==> src/rtl/pu_msp430_trace_pkg.sv <==
// Shared types and constants for the MSP430 instruction trace recorder.
package pu_msp430_trace_pkg;

    localparam int TRACE_DEPTH_LOG2 = 4;
    localparam int TRACE_CYC_W      = 8;

    // Capture state: filling freely, counting down after a trigger, or holding history
    typedef enum logic [1:0] {
        ARMED  = 2'd0,
        POST   = 2'd1,
        FROZEN = 2'd2
    } trace_state_e;

    // One trace record; field order matches the packed RAM word {irq, pc, op, cyc}
    typedef struct packed {
        logic                   irq;
        logic [15:0]            pc;
        logic [15:0]            op;
        logic [TRACE_CYC_W-1:0] cyc;
    } trace_rec_t;

    localparam int TRACE_REC_W = $bits(trace_rec_t);

    // Packed record width for an arbitrary cycle-count width
    function automatic int rec_width(input int cyc_w);
        return 33 + cyc_w;
    endfunction

endpackage

==> src/rtl/pu_msp430_trace_ram.sv <==
// Record storage: one synchronous write port, one registered read port.
module pu_msp430_trace_ram #(
    parameter int ADDR_W = 4,
    parameter int DATA_W = 41
) (
    input  logic              mclk,
    input  logic              puc_rst,
    input  logic              wr_en,
    input  logic [ADDR_W-1:0] wr_addr,
    input  logic [DATA_W-1:0] wr_data,
    input  logic              rd_en,
    input  logic [ADDR_W-1:0] rd_addr,
    output logic [DATA_W-1:0] rd_data
);

    logic [DATA_W-1:0] mem_r [2**ADDR_W];
    logic [DATA_W-1:0] rd_data_r;

    // Storage array write; contents are don't-care until written
    always_ff @(posedge mclk) begin
        if (wr_en) begin
            mem_r[wr_addr] <= wr_data;
        end
    end

    // Read register: updates only on a pop so the last popped record is held
    always_ff @(posedge mclk or posedge puc_rst) begin
        if (puc_rst) begin
            rd_data_r <= '0;
        end else if (rd_en) begin
            rd_data_r <= mem_r[rd_addr];
        end
    end

    assign rd_data = rd_data_r;

endmodule

==> src/rtl/pu_msp430_trace_buffer.sv <==
// Circular instruction trace buffer with PC-match trigger, post-trigger
// capture count and an oldest-first drain port for frozen history.
module pu_msp430_trace_buffer
    import pu_msp430_trace_pkg::*;
#(
    parameter int DEPTH_LOG2 = TRACE_DEPTH_LOG2,
    parameter int CYC_W      = TRACE_CYC_W
) (
    input  logic                  mclk,
    input  logic                  puc_rst,
    input  logic                  decode,
    input  logic [15:0]           ir,
    input  logic [15:0]           pc,
    input  logic                  irq_detect,
    input  logic                  trig_en,
    input  logic [15:0]           trig_pc,
    input  logic [DEPTH_LOG2-1:0] post_cnt,
    input  logic                  rearm,
    input  logic                  rd_req,
    output logic                  rd_valid,
    output logic                  rd_irq,
    output logic [15:0]           rd_pc,
    output logic [15:0]           rd_op,
    output logic [CYC_W-1:0]      rd_cyc,
    output logic [DEPTH_LOG2:0]   count,
    output logic                  frozen,
    output logic                  overflow
);

    localparam int                  REC_W    = rec_width(CYC_W);
    localparam int                  DEPTH    = 2**DEPTH_LOG2;
    localparam logic [DEPTH_LOG2:0] CNT_FULL = (DEPTH_LOG2+1)'(DEPTH);
    localparam logic [DEPTH_LOG2:0] CNT_ONE  = (DEPTH_LOG2+1)'(1);
    localparam logic [DEPTH_LOG2-1:0] PTR_ONE = DEPTH_LOG2'(1);
    localparam logic [CYC_W-1:0]    CYC_MAX  = '1;
    localparam logic [CYC_W-1:0]    CYC_ONE  = CYC_W'(1);

    trace_state_e           state_r;
    logic [DEPTH_LOG2-1:0]  wr_ptr_r;
    logic [DEPTH_LOG2-1:0]  rd_ptr_r;
    logic [DEPTH_LOG2-1:0]  remaining_r;
    logic [DEPTH_LOG2:0]    count_r;
    logic [CYC_W-1:0]       cyc_r;
    logic                   overflow_r;
    logic                   frozen_r;
    logic                   rd_valid_r;

    logic                   wr_en_s;
    logic                   rd_en_s;
    logic                   trig_hit_s;
    logic                   full_s;
    logic [REC_W-1:0]       wr_data_s;
    logic [REC_W-1:0]       rd_data_s;

    // Qualify write/pop requests; rearm swallows everything in its cycle
    always_comb begin
        wr_en_s    = 1'b0;
        rd_en_s    = 1'b0;
        trig_hit_s = trig_en && (pc == trig_pc);
        full_s     = (count_r == CNT_FULL);
        wr_data_s  = {irq_detect, pc, ir, cyc_r};
        if (rearm) begin
            wr_en_s = 1'b0;
            rd_en_s = 1'b0;
        end else begin
            wr_en_s = decode && (state_r != FROZEN);
            rd_en_s = rd_req && (state_r == FROZEN) && (count_r != '0);
        end
    end

    // Length of the instruction in flight: restarts at 1 on decode, saturates
    always_ff @(posedge mclk or posedge puc_rst) begin
        if (puc_rst) begin
            cyc_r <= '0;
        end else if (decode) begin
            cyc_r <= CYC_ONE;
        end else if (cyc_r != CYC_MAX) begin
            cyc_r <= cyc_r + CYC_ONE;
        end
    end

    // Capture FSM, pointers, occupancy, overflow flag and read strobe
    always_ff @(posedge mclk or posedge puc_rst) begin
        if (puc_rst) begin
            state_r     <= ARMED;
            wr_ptr_r    <= '0;
            rd_ptr_r    <= '0;
            remaining_r <= '0;
            count_r     <= '0;
            overflow_r  <= 1'b0;
            frozen_r    <= 1'b0;
            rd_valid_r  <= 1'b0;
        end else if (rearm) begin
            state_r     <= ARMED;
            wr_ptr_r    <= '0;
            rd_ptr_r    <= '0;
            remaining_r <= '0;
            count_r     <= '0;
            overflow_r  <= 1'b0;
            frozen_r    <= 1'b0;
            rd_valid_r  <= 1'b0;
        end else begin
            rd_valid_r <= rd_en_s;
            if (wr_en_s) begin
                wr_ptr_r <= wr_ptr_r + PTR_ONE;
                if (full_s) begin
                    // Oldest record is overwritten: read side follows the write side
                    rd_ptr_r   <= rd_ptr_r + PTR_ONE;
                    overflow_r <= 1'b1;
                end else begin
                    count_r <= count_r + CNT_ONE;
                end
            end else if (rd_en_s) begin
                rd_ptr_r <= rd_ptr_r + PTR_ONE;
                count_r  <= count_r - CNT_ONE;
            end
            case (state_r)
                ARMED: begin
                    if (wr_en_s && trig_hit_s) begin
                        if (post_cnt == '0) begin
                            state_r  <= FROZEN;
                            frozen_r <= 1'b1;
                        end else begin
                            remaining_r <= post_cnt;
                            state_r     <= POST;
                        end
                    end
                end
                POST: begin
                    if (wr_en_s) begin
                        remaining_r <= remaining_r - PTR_ONE;
                        if (remaining_r == PTR_ONE) begin
                            state_r  <= FROZEN;
                            frozen_r <= 1'b1;
                        end
                    end
                end
                FROZEN: begin
                    frozen_r <= 1'b1;
                end
                default: begin
                    state_r  <= ARMED;
                    frozen_r <= 1'b0;
                end
            endcase
        end
    end

    pu_msp430_trace_ram #(
        .ADDR_W (DEPTH_LOG2),
        .DATA_W (REC_W)
    ) u_ram (
        .mclk    (mclk),
        .puc_rst (puc_rst),
        .wr_en   (wr_en_s),
        .wr_addr (wr_ptr_r),
        .wr_data (wr_data_s),
        .rd_en   (rd_en_s),
        .rd_addr (rd_ptr_r),
        .rd_data (rd_data_s)
    );

    assign {rd_irq, rd_pc, rd_op, rd_cyc} = rd_data_s;
    assign rd_valid = rd_valid_r;
    assign count    = count_r;
    assign frozen   = frozen_r;
    assign overflow = overflow_r;

endmodule

==> config.mk <==
export PLATFORM = sky130hd
export DESIGN_NAME = pu_msp430_trace_buffer
export DESIGN_NICKNAME = d
export VERILOG_FILES = /design/src/rtl/pu_msp430_trace_pkg.sv /design/src/rtl/pu_msp430_trace_ram.sv /design/src/rtl/pu_msp430_trace_buffer.sv
export SDC_FILE = /design/constraint.sdc
export NUM_CORES = 1
export LEC_CHECK = 0
export ABC_AREA = 0
export ABC_CLOCK_PERIOD_IN_PS = 4360
export BUFFER_PORTS_ARGS = -buffer_cell sky130_fd_sc_hd__clkbuf_2
export CAP_MARGIN = 20
export CORE_MARGIN = 1.5
export CORE_UTILIZATION = 50
export DETAILED_ROUTE_END_ITERATION = 12
export PLACE_DENSITY = 0.74
export SLEW_MARGIN = 30
export SYNTH_ARGS = -nofsm -noshare
export SYNTH_HDL_FRONTEND = slang
export SYNTH_SLANG_ARGS = --single-unit
==> constraint.sdc <==
create_clock -name mclk -period 4.36 [get_ports mclk]
set_input_delay 0 -clock mclk [delete_from_list [all_inputs] [get_ports mclk]]
set_output_delay 0 -clock mclk [all_outputs]
set_load 0.02 [all_outputs]
Yosys cells after proc, flatten, opt, wreduce, memory -nomap -nowiden
Memories as Yosys holds them, arrays and structs flattened. A register that Yosys moved wholly into a read port is not among the register bits.
Index checks and enable logic that the tools add are counted.
{"block": "word_totals", "ramBits": 656, "out_inout_bits": 49, "in_bits": 59, "mem_count": 1, "register_bits": 30}
{"block": "classes", "add_sub_neg": 6, "muxes": 37, "reduce_logical": 19, "n_eq_ne": 15}
{"name": "u_ram.mem_r", "depth": 16, "width": 41, "rd": 1, "rd_clocked_by_memory_dff": 1, "wr": 1, "line_no": "pu_msp430_trace_ram.sv:16", "source": "logic [DATA_W-1:0] mem_r [2**ADDR_W];"}
{"cell": "4-bit two-way mux", "count": 10}
{"cell": "5-bit two-way mux", "count": 4}
{"cell": "3-bit inequality test, second input constant", "count": 6}
{"cell": "16-bit equality test", "count": 1}
{"cell": "8-bit two-way mux", "count": 2}
{"cell": "1-bit two-way mux", "count": 13}
{"cell": "4-bit AND reduction", "count": 3}
{"cell": "2-bit two-way mux", "count": 5}
{"cell": "4-bit by 1-bit adder with 4-bit output, second input constant", "count": 2}
{"cell": "8-bit by 1-bit adder with 8-bit output, second input constant", "count": 1}
{"cell": "8-bit inequality test, second input constant", "count": 1}
{"cell": "4-bit case mux with 2 select lines", "count": 1}
{"cell": "2-bit case mux with 3 select lines", "count": 1}
{"cell": "2-bit AND reduction", "count": 3}
{"cell": "2-bit nonzero test", "count": 3}
{"cell": "3-bit nonzero test", "count": 2}
{"cell": "5-bit by 1-bit adder with 5-bit output, second input constant", "count": 1}
{"cell": "5-bit equality test, second input constant", "count": 1}
{"cell": "1-bit logical AND", "count": 5}
{"cell": "5-bit nonzero test", "count": 1}
{"cell": "5-bit by 1-bit subtractor with 5-bit output, second input constant", "count": 1}
{"cell": "4-bit by 1-bit equality test with 1-bit output, second input constant", "count": 1}
{"cell": "4-bit logical NOT", "count": 1}
{"cell": "2-bit inequality test, second input constant", "count": 2}
{"cell": "other kinds (6)", "count": 6}

Depth between registers and ports, before layout
Gate-level depths: netlist of the first run.
{"block": "depth", "ltp_word": 7, "ltp_mapped": 11, "ltp_nobuf": 11}

Hierarchy
From an unflattened synthesis of the first run, not the netlist that was laid out.
{"block": "hier_totals", "cells_unflattened": 1332, "hier_area_um2": 28727.6}
{"module": "pu_msp430_trace_ram", "area_each_um2": 26783.2, "seq_area_each_um2": 20724.9, "instances": 1, "cells_per_inst": 1117}
{"module": "pu_msp430_trace_buffer", "area_each_um2": 1944.4, "seq_area_each_um2": 750.7, "instances": 1, "cells_per_inst": 215}

Least setup slack after synthesis of the first run
OpenSTA, ideal clock, no wires.
{"block": "synth_timing", "path_type": "register to register", "from": "register state_r[1]", "to": "memory u_ram.mem_r[10][0] (enable)", "stages_incl_launch_ff": 7, "path_buffers": 0, "path_slack_ns": 1.569, "arrival_ns": 2.389, "setup_time_ns": 0.402, "path_cell_list": "dfrtp_1 nand2b_1 nand2_1 nor2_1 inv_1 nor3b_1 and2_1"}
{"block": "synth_via", "elab_chain_cells": 5}
{"element": "from (decl)", "line_no": "pu_msp430_trace_buffer.sv:38", "source": "trace_state_e state_r;"}
{"element": "from (signal assigned)", "line_no": "pu_msp430_trace_buffer.sv:85", "source": "state_r <= ARMED;"}
{"element": "from (signal assigned)", "line_no": "pu_msp430_trace_buffer.sv:94", "source": "state_r <= ARMED;"}
{"element": "from (signal assigned)", "line_no": "pu_msp430_trace_buffer.sv:121", "source": "state_r <= FROZEN;"}
{"element": "2-bit inequality test", "line_no": "pu_msp430_trace_buffer.sv:66", "source": "wr_en_s = decode && (state_r != FROZEN);"}
{"element": "1-bit logical AND", "line_no": "pu_msp430_trace_buffer.sv:66"}
{"element": "1-bit two-way mux", "line_no": "pu_msp430_trace_buffer.sv:62", "source": "if (rearm) begin"}
{"element": "1-bit two-way mux", "line_no": "pu_msp430_trace_ram.sv:21", "source": "if (wr_en) begin"}
{"element": "1-bit two-way mux (implied by the code)", "line_no": "pu_msp430_trace_ram.sv:22", "source": "mem_r[wr_addr] <= wr_data;"}
{"element": "to (decl)", "line_no": "pu_msp430_trace_ram.sv:16"}
Every way passes these cells.

Worst setup path after layout of the first run
{"block": "layout_timing", "from": "register state_r[0]", "to": "memory u_ram.mem_r[3][29] (enable)"}
Same word-level chain as after synthesis.

==> results of run 1 <==
## cell usage in the layout (no fill, tap or decap), types with 18 or more instances in the layout
master	netlist	routed
sky130_fd_sc_hd__buf_4	10	29
sky130_fd_sc_hd__clkbuf_1	33	18
sky130_fd_sc_hd__clkbuf_16	0	77
sky130_fd_sc_hd__clkbuf_2	2	107
sky130_fd_sc_hd__dfrtp_1	71	68
sky130_fd_sc_hd__dlygate4sd3_1	0	48
sky130_fd_sc_hd__edfxtp_1	656	656
sky130_fd_sc_hd__mux2i_1	84	84
sky130_fd_sc_hd__mux4_2	123	123
sky130_fd_sc_hd__nand2_1	102	101
sky130_fd_sc_hd__nor2_1	24	24
sky130_fd_sc_hd__o21ai_0	60	60
sky130_fd_sc_hd__o21ai_1	32	32
sky130_fd_sc_hd__o221ai_1	82	82
sky130_fd_sc_hd__xor2_1	20	20
## power breakdown
part	internal, mW	leakage [nW]	switching [mW]
combinational	0.777	2.64	0.777
sequential	7.67	6.91	0.109
clock	3.87	1.22	2.53
total	12.3	10.8	3.42
## path summary, 6_finish.rpt
check                                                    from                             to  slack (ns)  cells after the start
worst min-delay path                                  puc_rst           cyc_r[6]$_DFFE_PP0P_        0.03                      3
worst max register to register         state_r[0]$_DFFE_PP0P_   u_ram.mem_r[3][29]$_DFFE_PP_        1.05                      7
min in group mclk                                  trig_pc[4]             frozen$_DFFE_PP0P_        0.05                      6
worst max-delay path                   state_r[0]$_DFFE_PP0P_   u_ram.mem_r[3][29]$_DFFE_PP_        1.05                      7
worst min register to register  u_ram.rd_data[15]$_DFFE_PP0P_  u_ram.rd_data[15]$_DFFE_PP0P_        0.48                      2
max in group asynchronous                             puc_rst  u_ram.rd_data[26]$_DFFE_PP0P_        3.35                      4
## area by class of cell
class	count	area, um2
fillers	3883	22840
flip-flops and latches	727	21480
multi-input cells	630	6312
clock buffers	104	2118
repair buffers	188	1314
well taps	748	935.9
clock inverters	30	361.6
inverters	12	51.30
diodes	1	2.502
## cells by family (layout without fill, tap and decap cells)
kind of cell	Yosys count	in the layout	synth area share (%)
flip-flops	727	727	76.04
multiplexers	208	208	12.83
AO/OA/AOI/OAI	202	202	4.962
AND/OR/NAND/NOR	180	180	2.977
buffers and inverters	93	334	1.768
XOR/XNOR	28	28	0.8683
adder cells (fa/ha/maj)	12	12	0.5582
other	0	1	0
## per-stage QoR
step | area, um2 | util, % | worst slack (ns)
4_1_cts | 32570 | 58.78 | 1.086
5_1_grt | 32580 | 58.79 | 0.7798
3_5_place_dp | 29610 | 53.43 | 1.112
3_3_place_gp | 29600 | 53.42 | 1.302
6_report | 32580 | 58.79 | 1.051
2_1_floorplan | 28240 | - | 1.569
## worst register-to-register path, cell delays in order, from the launching register on
cell,delay (ns)
sky130_fd_sc_hd__dfrtp_1,0.58
sky130_fd_sc_hd__nand2b_1,0.19
sky130_fd_sc_hd__nand2_1,0.11
sky130_fd_sc_hd__nor2_1,0.35
sky130_fd_sc_hd__inv_1,0.26
sky130_fd_sc_hd__nor3_1,0.33
sky130_fd_sc_hd__and2_2,0.58
sky130_fd_sc_hd__buf_4,0.52
## timing repair
action,4_1_cts,5_1_grt
buffers inserted,0,0
hold buffers,48,0
hold endpoints to repair,594,0
## metal layers
layer | track usage [%] | vias to the layer above | routed length [um]
li1 | - | 6288 | -
met1 | 30.32 | 7541 | 25440
met2 | 33.95 | 569 | 29300
met3 | 4.381 | 81 | 4470
met4 | 6.118 | 0 | 1165
met5 | 0 | - | 0
## flip-flops by register name (all words and copies together) (netlist names)
name,flops
cyc_r,8
rd_valid,1
frozen,1
count,5
wr_ptr_r,4
u_ram.rd_data,41
overflow,1
remaining_r,4
state_r,2
u_ram.mem_r,656
rd_ptr_r,4
==> flow_summary.html, run 1 <==
<table>
<tr><th>Metric</th><th>Value</th></tr>
<tr><th colspan="2">Status</th></tr>
<tr><td>Status</td><td>finished, final reports clean</td></tr>
<tr><th colspan="2">Timing</th></tr>
<tr><td>Number of slew-limit violations in the final report</td><td>0</td></tr>
<tr><td>Fin crit share</td><td>75.89%</td></tr>
<tr><td>Fmax</td><td>302.2 MHz</td></tr>
<tr><td>Setup TNS after final layout</td><td>0 ns</td></tr>
<tr><td>Pin slew with the least headroom to its limit</td><td>0.8676 ns</td></tr>
<tr><td>Setup skew after layout</td><td>0.02119 ns</td></tr>
<tr><td>Max_slew headroom</td><td>42.16%</td></tr>
<tr><td>Post-route minimum period</td><td>3.309 ns</td></tr>
<tr><td>Final setup fails</td><td>0</td></tr>
<tr><td>Final hold violations</td><td>0</td></tr>
<tr><td>Final worst hold slack</td><td>0.02672 ns</td></tr>
<tr><td>Setup repair after global routing missed its margin</td><td>false</td></tr>
<tr><th colspan="2">Setup path</th></tr>
<tr><td>Peak fanout along the critical path</td><td>26</td></tr>
<tr><td>Number of buffers and inverters on the critical path</td><td>2</td></tr>
<tr><td>Required time of the critical path</td><td>4.60 ns</td></tr>
<tr><td>Crit-path leading delay family</td><td>simple AND/OR/NAND/NOR gates</td></tr>
<tr><td>Slowest stage cell, crit path</td><td>sky130_fd_sc_hd__dfrtp_1</td></tr>
<tr><td>Biggest cell delay along the critical path</td><td>0.58 ns</td></tr>
<tr><td>Worst setup path category</td><td>reg2reg</td></tr>
<tr><td>Endpoint arrival time on the critical path</td><td>3.54 ns</td></tr>
<tr><td>Crit path cell chain</td><td>nand2b_1 &gt; nand2_1 &gt; nor2_1 &gt; inv_1 &gt; nor3_1 &gt; and2_2 &gt; buf_4</td></tr>
<tr><td>Type of element capturing the critical path</td><td>register</td></tr>
<tr><td>Startpoint type of the worst setup path</td><td>register</td></tr>
<tr><th colspan="2">Clock tree</th></tr>
<tr><td>Clock-pin transition on the worst setup and hold timing paths</td><td>0.06 ns</td></tr>
<tr><td>H-Tree Level Count</td><td>3</td></tr>
<tr><td>Clock Sink Count</td><td>727</td></tr>
<tr><td>Latest clock arrival within the worst-skew pair</td><td>0.60 ns</td></tr>
<tr><td>Number of clock buffers inserted by TritonCTS</td><td>73</td></tr>
<tr><td>Maximum clock path buffer count</td><td>3</td></tr>
<tr><td>Post_cts resized</td><td>0</td></tr>
<tr><td>Clock root buffer</td><td>sky130_fd_sc_hd__clkbuf_16</td></tr>
<tr><td>Clock tree from TritonCTS</td><td>built</td></tr>
<tr><th colspan="2">Power</th></tr>
<tr><td>Max VDD drop</td><td>306.1 uV</td></tr>
<tr><td>P per Cell Area</td><td>482.8 mW/mm2</td></tr>
<tr><td>Final total power</td><td>15.73 mW</td></tr>
<tr><td>Leakage power figure</td><td>10.76 nW</td></tr>
<tr><th colspan="2">Yosys</th></tr>
<tr><td>Top post-synthesis cells by area</td><td>sky130_fd_sc_hd__edfxtp_1, sky130_fd_sc_hd__mux4_2, sky130_fd_sc_hd__dfrtp_1</td></tr>
<tr><td>Area fraction of the dominant cell type after synthesis</td><td>69.75%</td></tr>
<tr><td>Sequential share of the synthesized area</td><td>76.04%</td></tr>
<tr><td>Post-Syn Instances</td><td>1450</td></tr>
<tr><td>Yosys synthesis warning count</td><td>0</td></tr>
<tr><td>Netlist Area Pre-Place</td><td>0.02824 mm2</td></tr>
<tr><td>Number of enable-type register cells in the synthesized netlist</td><td>656</td></tr>
<tr><td>Register bit total from synthesis</td><td>727</td></tr>
<tr><td>Share of flip-flops with an asynchronous set or reset</td><td>9.766%</td></tr>
<tr><td>Post-Synthesis Net Count</td><td>1521</td></tr>
<tr><td>Most common library cells after synthesis</td><td>sky130_fd_sc_hd__edfxtp_1, sky130_fd_sc_hd__mux4_2, sky130_fd_sc_hd__nand2_1, sky130_fd_sc_hd__mux2i_1, sky130_fd_sc_hd__o221ai_1</td></tr>
<tr><td>Library cell with the largest summed area after synthesis</td><td>sky130_fd_sc_hd__edfxtp_1</td></tr>
<tr><td>Mapped Avg Cell Area</td><td>19.48 um2</td></tr>
<tr><td>Distinct cell type count after synthesis</td><td>53</td></tr>
<tr><td>Prevailing post-synth register cell</td><td>sky130_fd_sc_hd__edfxtp_1</td></tr>
<tr><td>Cell with the most instances after synthesis</td><td>sky130_fd_sc_hd__edfxtp_1</td></tr>
<tr><th colspan="2">Drt</th></tr>
<tr><td>Detailed router's first-iteration violation count</td><td>1518</td></tr>
<tr><td>Detailed-router iteration count before antenna repair</td><td>5</td></tr>
<tr><td>Post-route DRC violation count</td><td>0</td></tr>
<tr><td>ANT nets after route</td><td>0</td></tr>
<tr><td>Total wirelength of the detailed-routed design</td><td>60.38 mm</td></tr>
<tr><td>Wire per inst</td><td>24.75 um</td></tr>
<tr><td>Detail-routed via count per cell</td><td>5.934</td></tr>
<tr><td>Via count</td><td>14479</td></tr>
<tr><th colspan="2">Layout</th></tr>
<tr><td>Fraction of final layout cells with drive strength greater than 1</td><td>24.07%</td></tr>
<tr><td>Non-Filler Instances</td><td>2440</td></tr>
<tr><td>Final-stage net count</td><td>1703</td></tr>
<tr><td>Area added between synthesis and finish</td><td>15.36%</td></tr>
<tr><th colspan="2">Global routing</th></tr>
<tr><td>Number of global-route vias before repair</td><td>14625</td></tr>
<tr><td>First-pass GRT wire length</td><td>90.48 mm</td></tr>
<tr><td>Antenna violations before repair</td><td>0</td></tr>
<tr><td>Final global-route overflow total</td><td>0</td></tr>
<tr><td>Maximum number of pins on one net before global-route repair</td><td>60</td></tr>
<tr><td>Global-route total usage across every layer</td><td>21.39%</td></tr>
<tr><th colspan="2">Floorplan</th></tr>
<tr><td>Die outline width</td><td>240.7 um</td></tr>
<tr><td>Core area</td><td>0.05542 mm2</td></tr>
<tr><td>Vert. Die Dim</td><td>240.7 um</td></tr>
<tr><td>Starting density of the core</td><td>50.96%</td></tr>
<tr><td>I/O pin count</td><td>108</td></tr>
<tr><td>Die footprint</td><td>0.05792 mm2</td></tr>
<tr><td>Cell Rows</td><td>86</td></tr>
<tr><th colspan="2">Place</th></tr>
<tr><td>Final weighted congestion in routability-driven placement</td><td>0.7868</td></tr>
<tr><td>DPL Wire Length</td><td>33.92 mm</td></tr>
<tr><td>Number of input and output port buffers inserted</td><td>107</td></tr>
<tr><td>Number of cells after detailed placement</td><td>2257</td></tr>
<tr><th colspan="2">Hold path</th></tr>
<tr><td>Worst hold-check path type</td><td>in2async</td></tr>
<tr><th colspan="2">Run</th></tr>
<tr><td>Maximum capacitance violations</td><td>0</td></tr>
</table>
No activity file was read; power rests on OpenSTA's default activity.
==> run 2, diff against run 1 <==
--- a/config.mk
+++ b/config.mk
@@ -6,13 +6,13 @@
 export NUM_CORES = 1
 export LEC_CHECK = 0
 export ABC_AREA = 0
-export ABC_CLOCK_PERIOD_IN_PS = 4360
+export ABC_CLOCK_PERIOD_IN_PS = 2800
 export BUFFER_PORTS_ARGS = -buffer_cell sky130_fd_sc_hd__clkbuf_2
 export CAP_MARGIN = 20
 export CORE_MARGIN = 1.5
 export CORE_UTILIZATION = 50
 export DETAILED_ROUTE_END_ITERATION = 12
-export PLACE_DENSITY = 0.74
+export PLACE_DENSITY = 0.76
 export SLEW_MARGIN = 30
 export SYNTH_ARGS = -nofsm -noshare
 export SYNTH_HDL_FRONTEND = slang
==> constraint.sdc (replaced) <==
create_clock -name mclk -period 2.8 [get_ports mclk]
set_input_delay 0 -clock mclk [delete_from_list [all_inputs] [get_ports mclk]]
set_output_delay 0 -clock mclk [all_outputs]
set_load 0.02 [all_outputs]
==> run 2 against run 1 <==
Total power is 54% higher. Flip-flop and latch count stayed put. Global-route usage is 0.97 points higher. Core utilization is 0.54 points higher. Cell area is 0.92% higher. Final cell count is 0.49% higher. Die area stayed put. Worst setup slack worse by 1.0 ns. Register-to-register slack worse by 0.81 ns. Clock power is 51% higher. Combinational power is 63% higher. Largest power group unchanged. Non-clock buffer count is 18 higher.
==> flow_summary.html, run 2 (synthesis gave the netlist of run 1 again) <==
<table>
<tr><th>Metric</th><th>Value</th></tr>
<tr><th colspan="2">Floorplan</th></tr>
<tr><td>I/O pin count</td><td>108 (unchanged)</td></tr>
<tr><td>Cell Rows</td><td>86 (unchanged)</td></tr>
<tr><td>Die footprint</td><td>0.05792 mm2 (unchanged)</td></tr>
<tr><td>Die outline width</td><td>240.7 um (unchanged)</td></tr>
<tr><td>Vert. Die Dim</td><td>240.7 um (unchanged)</td></tr>
<tr><td>Starting density of the core</td><td>50.96% (unchanged)</td></tr>
<tr><td>Core area</td><td>0.05542 mm2 (unchanged)</td></tr>
<tr><th colspan="2">Setup path</th></tr>
<tr><td>Reg2Reg Setup Slack</td><td>0.24 ns (was 1.05 ns)</td></tr>
<tr><td>Worst setup path category</td><td>in2reg (was reg2reg)</td></tr>
<tr><td>Peak fanout along the critical path</td><td>17 (was 26)</td></tr>
<tr><td>Number of buffers and inverters on the critical path</td><td>4 (was 2)</td></tr>
<tr><td>Most frequent cell on the critical path</td><td>sky130_fd_sc_hd__dlygate4sd3_1</td></tr>
<tr><td>Length in cells of the worst reg-to-reg path</td><td>7 (unchanged)</td></tr>
<tr><td>Startpoint type of the worst setup path</td><td>input port (was register)</td></tr>
<tr><td>Crit-path leading delay family</td><td>buffers and inverters (was simple AND/OR/NAND/NOR gates)</td></tr>
<tr><td>Endpoint arrival time on the critical path</td><td>3.30 ns (was 3.54 ns)</td></tr>
<tr><td>Slowest stage cell, crit path</td><td>sky130_fd_sc_hd__dlygate4sd3_1 (was sky130_fd_sc_hd__dfrtp_1)</td></tr>
<tr><td>Required time of the critical path</td><td>3.34 ns (was 4.60 ns)</td></tr>
<tr><td>Crit path cell chain</td><td>dlygate4sd3_1 &gt; clkbuf_2 &gt; xor2_1 &gt; nor4_1 &gt; nand3_2 &gt; nor3_1 &gt; dlygate4sd3_1 &gt; o21a_1 &gt; dlygate4sd3_1 (was nand2b_1 &gt; nand2_1 &gt; nor2_1 &gt; inv_1 &gt; nor3_1 &gt; and2_2 &gt; buf_4)</td></tr>
<tr><td>Critical R2R Launch</td><td>state_r[1]$_DFFE_PP0P_ (was state_r[0]$_DFFE_PP0P_)</td></tr>
<tr><td>Biggest cell delay along the critical path</td><td>0.59 ns (was 0.58 ns)</td></tr>
<tr><td>Worst r2r dst</td><td>state_r[0]$_DFFE_PP0P_ (was u_ram.mem_r[3][29]$_DFFE_PP_)</td></tr>
<tr><td>Type of element capturing the critical path</td><td>register (unchanged)</td></tr>
<tr><th colspan="2">Timing</th></tr>
<tr><td>Fmax</td><td>362.4 MHz</td></tr>
<tr><td>Pin slew with the least headroom to its limit</td><td>0.7420 ns (was 0.8676 ns)</td></tr>
<tr><td>Final hold violations</td><td>0 (unchanged)</td></tr>
<tr><td>Number of slew-limit violations in the final report</td><td>0 (unchanged)</td></tr>
<tr><td>Fin crit share</td><td>98.55%</td></tr>
<tr><td>Final setup fails</td><td>0 (unchanged)</td></tr>
<tr><td>Post-route minimum period</td><td>2.759 ns</td></tr>
<tr><td>Max_slew headroom</td><td>50.53% (was 42.16%)</td></tr>
<tr><td>Setup skew after layout</td><td>0.03246 ns (was 0.02119 ns)</td></tr>
<tr><th colspan="2">Clock tree</th></tr>
<tr><td>Maximum clock path buffer count</td><td>3 (unchanged)</td></tr>
<tr><td>Number of buffers added for setup after CTS</td><td>0 (unchanged)</td></tr>
<tr><td>Latest clock arrival within the worst-skew pair</td><td>0.61 ns (was 0.60 ns)</td></tr>
<tr><td>H-Tree Level Count</td><td>3 (unchanged)</td></tr>
<tr><td>Clock root buffer</td><td>sky130_fd_sc_hd__clkbuf_16 (unchanged)</td></tr>
<tr><td>Clock tree from TritonCTS</td><td>built (unchanged)</td></tr>
<tr><td>Clock-pin transition on the worst setup and hold timing paths</td><td>0.06 ns (about the same)</td></tr>
<tr><td>Clock Sink Count</td><td>727 (unchanged)</td></tr>
<tr><td>Number of clock buffers inserted by TritonCTS</td><td>72 (was 73)</td></tr>
<tr><th colspan="2">Global routing</th></tr>
<tr><td>First-pass GRT wire length</td><td>94.09 mm (was 90.48 mm)</td></tr>
<tr><td>Number of global-route vias before repair</td><td>15097 (was 14625)</td></tr>
<tr><td>Global-route total usage across every layer</td><td>22.36% (was 21.39%)</td></tr>
<tr><td>Final global-route overflow total</td><td>0 (unchanged)</td></tr>
<tr><td>Maximum number of pins on one net before global-route repair</td><td>96 (was 60)</td></tr>
<tr><td>Antenna violations before repair</td><td>0 (unchanged)</td></tr>
<tr><th colspan="2">Layout</th></tr>
<tr><td>Area of the multi-input gates</td><td>0.006314 mm2 (was 0.006312 mm2)</td></tr>
<tr><td>Most common cell after layout, fill and taps aside</td><td>sky130_fd_sc_hd__edfxtp_1 (unchanged)</td></tr>
<tr><td>Post-layout utilization of the core</td><td>59.33% (was 58.79%)</td></tr>
<tr><td>Register containing the most flip-flops in the final layout</td><td>u_ram.mem_r (unchanged)</td></tr>
<tr><td>Area added between synthesis and finish</td><td>16.42% (was 15.36%)</td></tr>
<tr><td>Non-Filler Instances</td><td>2452 (was 2440)</td></tr>
<tr><td>Layout filler cell count</td><td>3839 (was 3883)</td></tr>
<tr><td>Largest register FFs</td><td>656 (unchanged)</td></tr>
<tr><td>Commonest cells after routing, fill and taps aside</td><td>sky130_fd_sc_hd__edfxtp_1, sky130_fd_sc_hd__mux4_2, sky130_fd_sc_hd__clkbuf_2 (unchanged)</td></tr>
<tr><td>Sequential Area</td><td>0.02148 mm2 (unchanged)</td></tr>
<tr><td>Fraction of final layout cells with drive strength greater than 1</td><td>24.66% (was 24.07%)</td></tr>
<tr><td>Final-stage net count</td><td>1720 (was 1703)</td></tr>
<tr><th colspan="2">Place</th></tr>
<tr><td>Number of input and output port buffers inserted</td><td>107 (unchanged)</td></tr>
<tr><td>Number of cells after detailed placement</td><td>2275 (was 2257)</td></tr>
<tr><td>DPL Wire Length</td><td>33.43 mm (was 33.92 mm)</td></tr>
<tr><td>Final weighted congestion in routability-driven placement</td><td>0.7823 (was 0.7868)</td></tr>
<tr><th colspan="2">Power</th></tr>
<tr><td>Max VDD drop</td><td>437.8 uV (was 306.1 uV)</td></tr>
<tr><td>P per Cell Area</td><td>737.0 mW/mm2 (was 482.8 mW/mm2)</td></tr>
<tr><td>Leakage power figure</td><td>10.85 nW (was 10.76 nW)</td></tr>
<tr><th colspan="2">Drt</th></tr>
<tr><td>Post-route DRC violation count</td><td>0 (unchanged)</td></tr>
<tr><td>Total wirelength of the detailed-routed design</td><td>62.83 mm (was 60.38 mm)</td></tr>
<tr><td>Detailed-router iteration count before antenna repair</td><td>5 (unchanged)</td></tr>
<tr><td>Met3 wirelength from detailed routing</td><td>4.822 mm (was 4.470 mm)</td></tr>
<tr><td>Wire per inst</td><td>25.62 um (was 24.75 um)</td></tr>
<tr><td>Top Metal Used</td><td>met4 (unchanged)</td></tr>
<tr><td>Detail-routed via count per cell</td><td>6.038 (was 5.934)</td></tr>
<tr><td>Wire length the detailed router placed on met1</td><td>25.54 mm (was 25.44 mm)</td></tr>
<tr><td>Detailed router's first-iteration violation count</td><td>1900 (was 1518)</td></tr>
<tr><td>ANT nets after route</td><td>0 (unchanged)</td></tr>
<tr><td>Via count</td><td>14806 (was 14479)</td></tr>
<tr><td>Met2 routed WL</td><td>30.95 mm (was 29.30 mm)</td></tr>
<tr><th colspan="2">Hold path</th></tr>
<tr><td>Worst hold-check path type</td><td>in2async (unchanged)</td></tr>
<tr><th colspan="2">Status</th></tr>
<tr><td>Status</td><td>finished, final reports clean (unchanged)</td></tr>
<tr><th colspan="2">Run</th></tr>
<tr><td>Maximum capacitance violations</td><td>0 (unchanged)</td></tr>
</table>
## run 2: metrics by stage
stage / setup WS [ns] / setup TNS [ns] / total power, mW / hold slack [ns] / instance area [um2]
finish: 0.04072 / 0 / 24.23 / 0.03732 / 32880
global route: -0.09818 / -0.09818 / 24.96 / 0.08242 / 32880
CTS: 0.04971 / 0 / 24.37 / 0.02433 / 32870
detailed placement: 0.3845 / 0 / 14.76 / 0.1299 / 30010
global placement: 0.3807 / 0 / 14.72 / 0.1094 / 30010
floorplan: 0.009023 / 0 / 14.15 / 0.09887 / 28240
## run 2: where the power goes
part           total, mW  leakage, nW  switching (mW)  internal, mW
sequential          12.1         6.91           0.111          11.9
combinational       2.52         2.79            1.26          1.26
clock               9.65         1.16            3.95          5.71
## run 2: what timing repair did
action / 4_1_cts / 5_1_grt
resized for setup: 0 / 2
hold buffers: 48 / 0
endpoints found under the hold margin: 583 / 0
endpoints found under the setup margin: 0 / 5
## run 2: worst max-delay path by stage
stage	cells past startpoint	end	slack, ns	startpoint
after floorplan	6	u_ram.mem_r[10][0]$_DFFE_PP_	0.009	state_r[1]$_DFFE_PP0P_
after global placement	11	count[4]$_DFFE_PP0P_	0.38	state_r[1]$_DFFE_PP0P_
after detailed placement	11	count[4]$_DFFE_PP0P_	0.38	state_r[1]$_DFFE_PP0P_
after CTS	9	state_r[0]$_DFFE_PP0P_	0.05	pc[10]
after global routing	9	state_r[0]$_DFFE_PP0P_	-0.1	pc[11]
final	9	state_r[0]$_DFFE_PP0P_	0.04	pc[11]
## run 2: worst reg2reg max path: stages (launching register included)
cell	delay (ns)
sky130_fd_sc_hd__dfrtp_1	0.47
sky130_fd_sc_hd__nand2b_1	0.15
sky130_fd_sc_hd__and4_1	0.25
sky130_fd_sc_hd__nand4_2	0.16
sky130_fd_sc_hd__nor3_1	0.23
sky130_fd_sc_hd__dlygate4sd3_1	0.59
sky130_fd_sc_hd__o21a_1	0.11
sky130_fd_sc_hd__dlygate4sd3_1	0.54
## run 2: area by class of cell
type | count | share of cell area [%]
Sequential cell | 727 | 65.34
Multi-Input combinational cell | 630 | 19.20
Clock buffer | 101 | 6.283
Timing Repair Buffer | 206 | 5.244
Tap cell | 748 | 2.846
Clock inverter | 27 | 0.9285
Inverter | 12 | 0.1446
Antenna cell | 1 | 0.007611
## run 2: layer usage
metal | vias up | GRT usage (%)
met5 | - | 0
met4 | 0 | 7.318
met3 | 95 | 3.763
met2 | 702 | 36.45
met1 | 7690 | 31.03
li1 | 6319 | -
==> run 3, diff against run 2 <==
--- a/config.mk
+++ b/config.mk
@@ -7,12 +7,13 @@
 export LEC_CHECK = 0
 export ABC_AREA = 0
 export ABC_CLOCK_PERIOD_IN_PS = 2800
-export BUFFER_PORTS_ARGS = -buffer_cell sky130_fd_sc_hd__clkbuf_2
 export CAP_MARGIN = 20
 export CORE_MARGIN = 1.5
 export CORE_UTILIZATION = 50
 export DETAILED_ROUTE_END_ITERATION = 12
-export PLACE_DENSITY = 0.76
+export DONT_BUFFER_PORTS = 1
+export GPL_TIMING_DRIVEN = 0
+export PLACE_DENSITY = 0.75
 export SLEW_MARGIN = 30
 export SYNTH_ARGS = -nofsm -noshare
 export SYNTH_HDL_FRONTEND = slang
==> run 3 against run 2 <==
Hold slack gained 0.13 ns. Clock skew shrank 0.013 ns. First-iteration DRC count shrank 12%. Global-route usage grew 0.65 points. Sequential power is essentially flat. Routed wire length grew 3.0%. Flip-flop and latch count is the same. Critical endpoint is now u_ram.rd_data[33]$_DFFE_PP0P_. Largest cell class unchanged. Largest power group unchanged.
==> flow_summary.html, run 3 (synthesis gave the netlist of run 1 again) <==
<table>
<tr><th>Metric</th><th>Value</th></tr>
<tr><th colspan="2">Status</th></tr>
<tr><td>Status</td><td>finished, final reports clean (unchanged)</td></tr>
<tr><th colspan="2">Place</th></tr>
<tr><td>DPL Wire Length</td><td>38.53 mm (was 33.43 mm)</td></tr>
<tr><td>Final weighted congestion in routability-driven placement</td><td>0.7708 (was 0.7823)</td></tr>
<tr><td>Number of input and output port buffers inserted</td><td>0 (was 107)</td></tr>
<tr><th colspan="2">Floorplan</th></tr>
<tr><td>I/O pin count</td><td>108 (unchanged)</td></tr>
<tr><td>Vert. Die Dim</td><td>240.7 um (unchanged)</td></tr>
<tr><td>Starting density of the core</td><td>50.96% (unchanged)</td></tr>
<tr><td>Cell Rows</td><td>86 (unchanged)</td></tr>
<tr><td>Die outline width</td><td>240.7 um (unchanged)</td></tr>
<tr><td>Core area</td><td>0.05542 mm2 (unchanged)</td></tr>
<tr><td>Die footprint</td><td>0.05792 mm2 (unchanged)</td></tr>
<tr><th colspan="2">Power</th></tr>
<tr><td>Final total power</td><td>24.34 mW (was 24.23 mW)</td></tr>
<tr><td>Leakage power figure</td><td>10.51 nW (was 10.85 nW)</td></tr>
<tr><td>P per Cell Area</td><td>746.9 mW/mm2 (was 737.0 mW/mm2)</td></tr>
<tr><td>Max VDD drop</td><td>401.3 uV (was 437.8 uV)</td></tr>
<tr><th colspan="2">Timing</th></tr>
<tr><td>Setup skew after layout</td><td>0.01979 ns (was 0.03246 ns)</td></tr>
<tr><td>Fin crit share</td><td>94.78% (was 98.55%)</td></tr>
<tr><td>Pin slew with the least headroom to its limit</td><td>0.9489 ns (was 0.7420 ns)</td></tr>
<tr><td>Final hold violations</td><td>0 (unchanged)</td></tr>
<tr><td>Post-route minimum period</td><td>2.654 ns (was 2.759 ns)</td></tr>
<tr><td>Max_slew headroom</td><td>36.74% (was 50.53%)</td></tr>
<tr><td>Final setup fails</td><td>0 (unchanged)</td></tr>
<tr><td>Number of slew-limit violations in the final report</td><td>0 (unchanged)</td></tr>
<tr><td>Fmax</td><td>376.8 MHz (was 362.4 MHz)</td></tr>
<tr><th colspan="2">Drt</th></tr>
<tr><td>Detail-routed via count per cell</td><td>6.119 (was 6.038)</td></tr>
<tr><td>Detailed-router iteration count before antenna repair</td><td>6 (was 5)</td></tr>
<tr><td>Detailed router's first-iteration violation count</td><td>1668 (was 1900)</td></tr>
<tr><td>Post-route DRC violation count</td><td>0 (unchanged)</td></tr>
<tr><td>Wire per inst</td><td>26.88 um (was 25.62 um)</td></tr>
<tr><td>Total wirelength of the detailed-routed design</td><td>64.74 mm (was 62.83 mm)</td></tr>
<tr><td>Via count</td><td>14735 (was 14806)</td></tr>
<tr><td>ANT nets after route</td><td>0 (unchanged)</td></tr>
<tr><th colspan="2">Global routing</th></tr>
<tr><td>Maximum number of pins on one net before global-route repair</td><td>47 (was 96)</td></tr>
<tr><td>Final global-route overflow total</td><td>0 (unchanged)</td></tr>
<tr><td>Number of global-route vias before repair</td><td>15229 (was 15097)</td></tr>
<tr><td>Antenna violations before repair</td><td>3 (was 0)</td></tr>
<tr><td>Global-route total usage across every layer</td><td>23.02% (was 22.36%)</td></tr>
<tr><td>First-pass GRT wire length</td><td>96.33 mm (was 94.09 mm)</td></tr>
<tr><th colspan="2">Layout</th></tr>
<tr><td>Area added between synthesis and finish</td><td>15.39% (was 16.42%)</td></tr>
<tr><td>Post-layout utilization of the core</td><td>58.81% (was 59.33%)</td></tr>
<tr><td>Largest register FFs</td><td>656 (unchanged)</td></tr>
<tr><td>Register containing the most flip-flops in the final layout</td><td>u_ram.mem_r (unchanged)</td></tr>
<tr><td>Most common cell after layout, fill and taps aside</td><td>sky130_fd_sc_hd__edfxtp_1 (unchanged)</td></tr>
<tr><td>Layout filler cell count</td><td>3934 (was 3839)</td></tr>
<tr><td>Fraction of final layout cells with drive strength greater than 1</td><td>19.36% (was 24.66%)</td></tr>
<tr><td>Final-stage net count</td><td>1671 (was 1720)</td></tr>
<tr><td>Commonest cells after routing, fill and taps aside</td><td>sky130_fd_sc_hd__edfxtp_1, sky130_fd_sc_hd__mux4_2, sky130_fd_sc_hd__nand2_1 (was sky130_fd_sc_hd__edfxtp_1, sky130_fd_sc_hd__mux4_2, sky130_fd_sc_hd__clkbuf_2)</td></tr>
<tr><th colspan="2">Clock tree</th></tr>
<tr><td>Clock root buffer</td><td>sky130_fd_sc_hd__clkbuf_16 (unchanged)</td></tr>
<tr><td>Maximum clock path buffer count</td><td>3 (unchanged)</td></tr>
<tr><td>Clock-pin transition on the worst setup and hold timing paths</td><td>0.06 ns (about the same)</td></tr>
<tr><td>Clock tree from TritonCTS</td><td>built (unchanged)</td></tr>
<tr><td>Clock Sink Count</td><td>727 (unchanged)</td></tr>
<tr><td>H-Tree Level Count</td><td>3 (unchanged)</td></tr>
<tr><td>Number of clock buffers inserted by TritonCTS</td><td>73 (was 72)</td></tr>
<tr><td>Latest clock arrival within the worst-skew pair</td><td>0.61 ns (about the same)</td></tr>
<tr><th colspan="2">Setup path</th></tr>
<tr><td>Startpoint type of the worst setup path</td><td>register (was input port)</td></tr>
<tr><td>Worst setup path category</td><td>reg2reg (was in2reg)</td></tr>
<tr><td>Biggest cell delay along the critical path</td><td>0.75 ns (was 0.59 ns)</td></tr>
<tr><td>Number of buffers and inverters on the critical path</td><td>3 (was 4)</td></tr>
<tr><td>Number of cells on the critical path</td><td>6 (was 9)</td></tr>
<tr><td>Peak fanout along the critical path</td><td>10 (was 17)</td></tr>
<tr><td>Endpoint arrival time on the critical path</td><td>3.11 ns (was 3.30 ns)</td></tr>
<tr><td>Length in cells of the worst reg-to-reg path</td><td>6 (was 7)</td></tr>
<tr><td>Required time of the critical path</td><td>3.26 ns (was 3.34 ns)</td></tr>
<tr><td>Most frequent cell on the critical path</td><td>sky130_fd_sc_hd__buf_2 (was sky130_fd_sc_hd__dlygate4sd3_1)</td></tr>
<tr><td>Crit-path leading delay family</td><td>buffers and inverters (unchanged)</td></tr>
<tr><td>Critical R2R Launch</td><td>rd_ptr_r[1]$_DFFE_PP0P_ (was state_r[1]$_DFFE_PP0P_)</td></tr>
<tr><td>Worst Setup SP</td><td>rd_ptr_r[1]$_DFFE_PP0P_ (was pc[11])</td></tr>
<tr><td>Type of element capturing the critical path</td><td>register (unchanged)</td></tr>
<tr><td>Slowest stage cell, crit path</td><td>sky130_fd_sc_hd__buf_1 (was sky130_fd_sc_hd__dlygate4sd3_1)</td></tr>
<tr><td>Crit path cell chain</td><td>buf_2 &gt; buf_2 &gt; buf_1 &gt; mux4_2 &gt; o221ai_1 &gt; o21ai_0 (was dlygate4sd3_1 &gt; clkbuf_2 &gt; xor2_1 &gt; nor4_1 &gt; nand3_2 &gt; nor3_1 &gt; dlygate4sd3_1 &gt; o21a_1 &gt; dlygate4sd3_1)</td></tr>
<tr><th colspan="2">Hold path</th></tr>
<tr><td>Number of instances on the worst hold path</td><td>5</td></tr>
<tr><td>Worst hold path startpoint</td><td>pc[15]</td></tr>
<tr><td>Worst hold-check path type</td><td>in2reg (was in2async)</td></tr>
<tr><th colspan="2">Run</th></tr>
<tr><td>Maximum capacitance violations</td><td>0 (unchanged)</td></tr>
</table>
## run 3: cell types whose count changed in the layout (fill, tap and decap cells not counted), moves of 5 or more
cell	change
sky130_fd_sc_hd__clkbuf_2	-105
sky130_fd_sc_hd__clkbuf_1	+28
sky130_fd_sc_hd__buf_2	+15
sky130_fd_sc_hd__buf_4	-13
sky130_fd_sc_hd__and2_4	+12
sky130_fd_sc_hd__buf_6	+12
sky130_fd_sc_hd__buf_12	-11
sky130_fd_sc_hd__and2_2	-10
sky130_fd_sc_hd__buf_1	+9
sky130_fd_sc_hd__clkinv_1	+6
sky130_fd_sc_hd__dlygate4sd3_1	+5
## run 3: what timing repair did
| item | in CTS | in global routing |
|---|---|---|
| hold endpoints to repair | 625 | 0 |
| pin swaps | 2 | 1 |
| hold buffers | 54 | 0 |
| cloned | 2 | 0 |
| resized for setup | 3 | 3 |
| buffers inserted | 0 | 2 |
| endpoints found under the setup margin | 270 | 250 |
## run 3: final timing paths
kind / end / slack (ns)
setup / recovery: u_ram.rd_data[33]$_DFFE_PP0P_ / 0.15
hold / removal: remaining_r[0]$_DFFE_PP0P_ / 0.17
setup reg to reg: u_ram.rd_data[33]$_DFFE_PP0P_ / 0.15
hold reg to reg: wr_ptr_r[1]$_DFFE_PP0P_ / 0.60
max in group asynchronous: state_r[1]$_DFFE_PP0P_ / 2.03
min in group asynchronous: u_ram.rd_data[2]$_DFFE_PP0P_ / 0.48
## run 3: final cells by class
class                      instances  area [um2]  area share, %
multi-input combinational        632        6341          19.46
clock buffer                      95        2044          6.274
buffer                            81       452.9          1.390
antenna                            2       5.005        0.01536
timing repair buffer              73       928.4          2.849
clock inverter                    38       349.1          1.071
sequential                       727       21480          65.90
inverter                          12       55.05         0.1689
tap                              748       935.9          2.872
## run 3: per-stage QoR
step,instances,hold WS [ns],setup TNS [ns],instance area [um2],worst slack [ns]
CTS,2404,0.1064,0,32560,0.02433
global route,2408,0.2112,-0.009069,32590,-0.009069
global placement,2198,0.1001,-685.62,29180,-1.371
floorplan,1450,0.09887,0,28240,0.009023
detailed placement,2215,-0.1294,-22.49,29590,-0.2692
finish,2408,0.1662,0,32590,0.1460
## run 3: where the power goes
part,total [mW],internal (mW),switching [mW]
clock network,9.71,5.71,3.99
logic,2.56,1.25,1.31
registers,12.1,11.9,0.133
total,24.3,18.9,5.44
## run 3: worst min-delay path, cell delays in order
cell and delay [ns]:
sky130_fd_sc_hd__xor2_1 0.20, sky130_fd_sc_hd__nor4b_4 0.08, sky130_fd_sc_hd__nand4_2 0.14, sky130_fd_sc_hd__o41ai_4 0.13, sky130_fd_sc_hd__o21ai_0 0.17
## run 3: routing by layer
metal | routed length [um] | track usage, % | vias up | share of wire (%)
li1 | - | - | 6230 | -
met1 | 26370 | 31.36 | 7763 | 41
met2 | 31840 | 37.54 | 641 | 49
met3 | 5275 | 4.941 | 99 | 8.1
met4 | 1242 | 6.994 | 2 | 1.9
met5 | 13 | 0 | - | 0.020
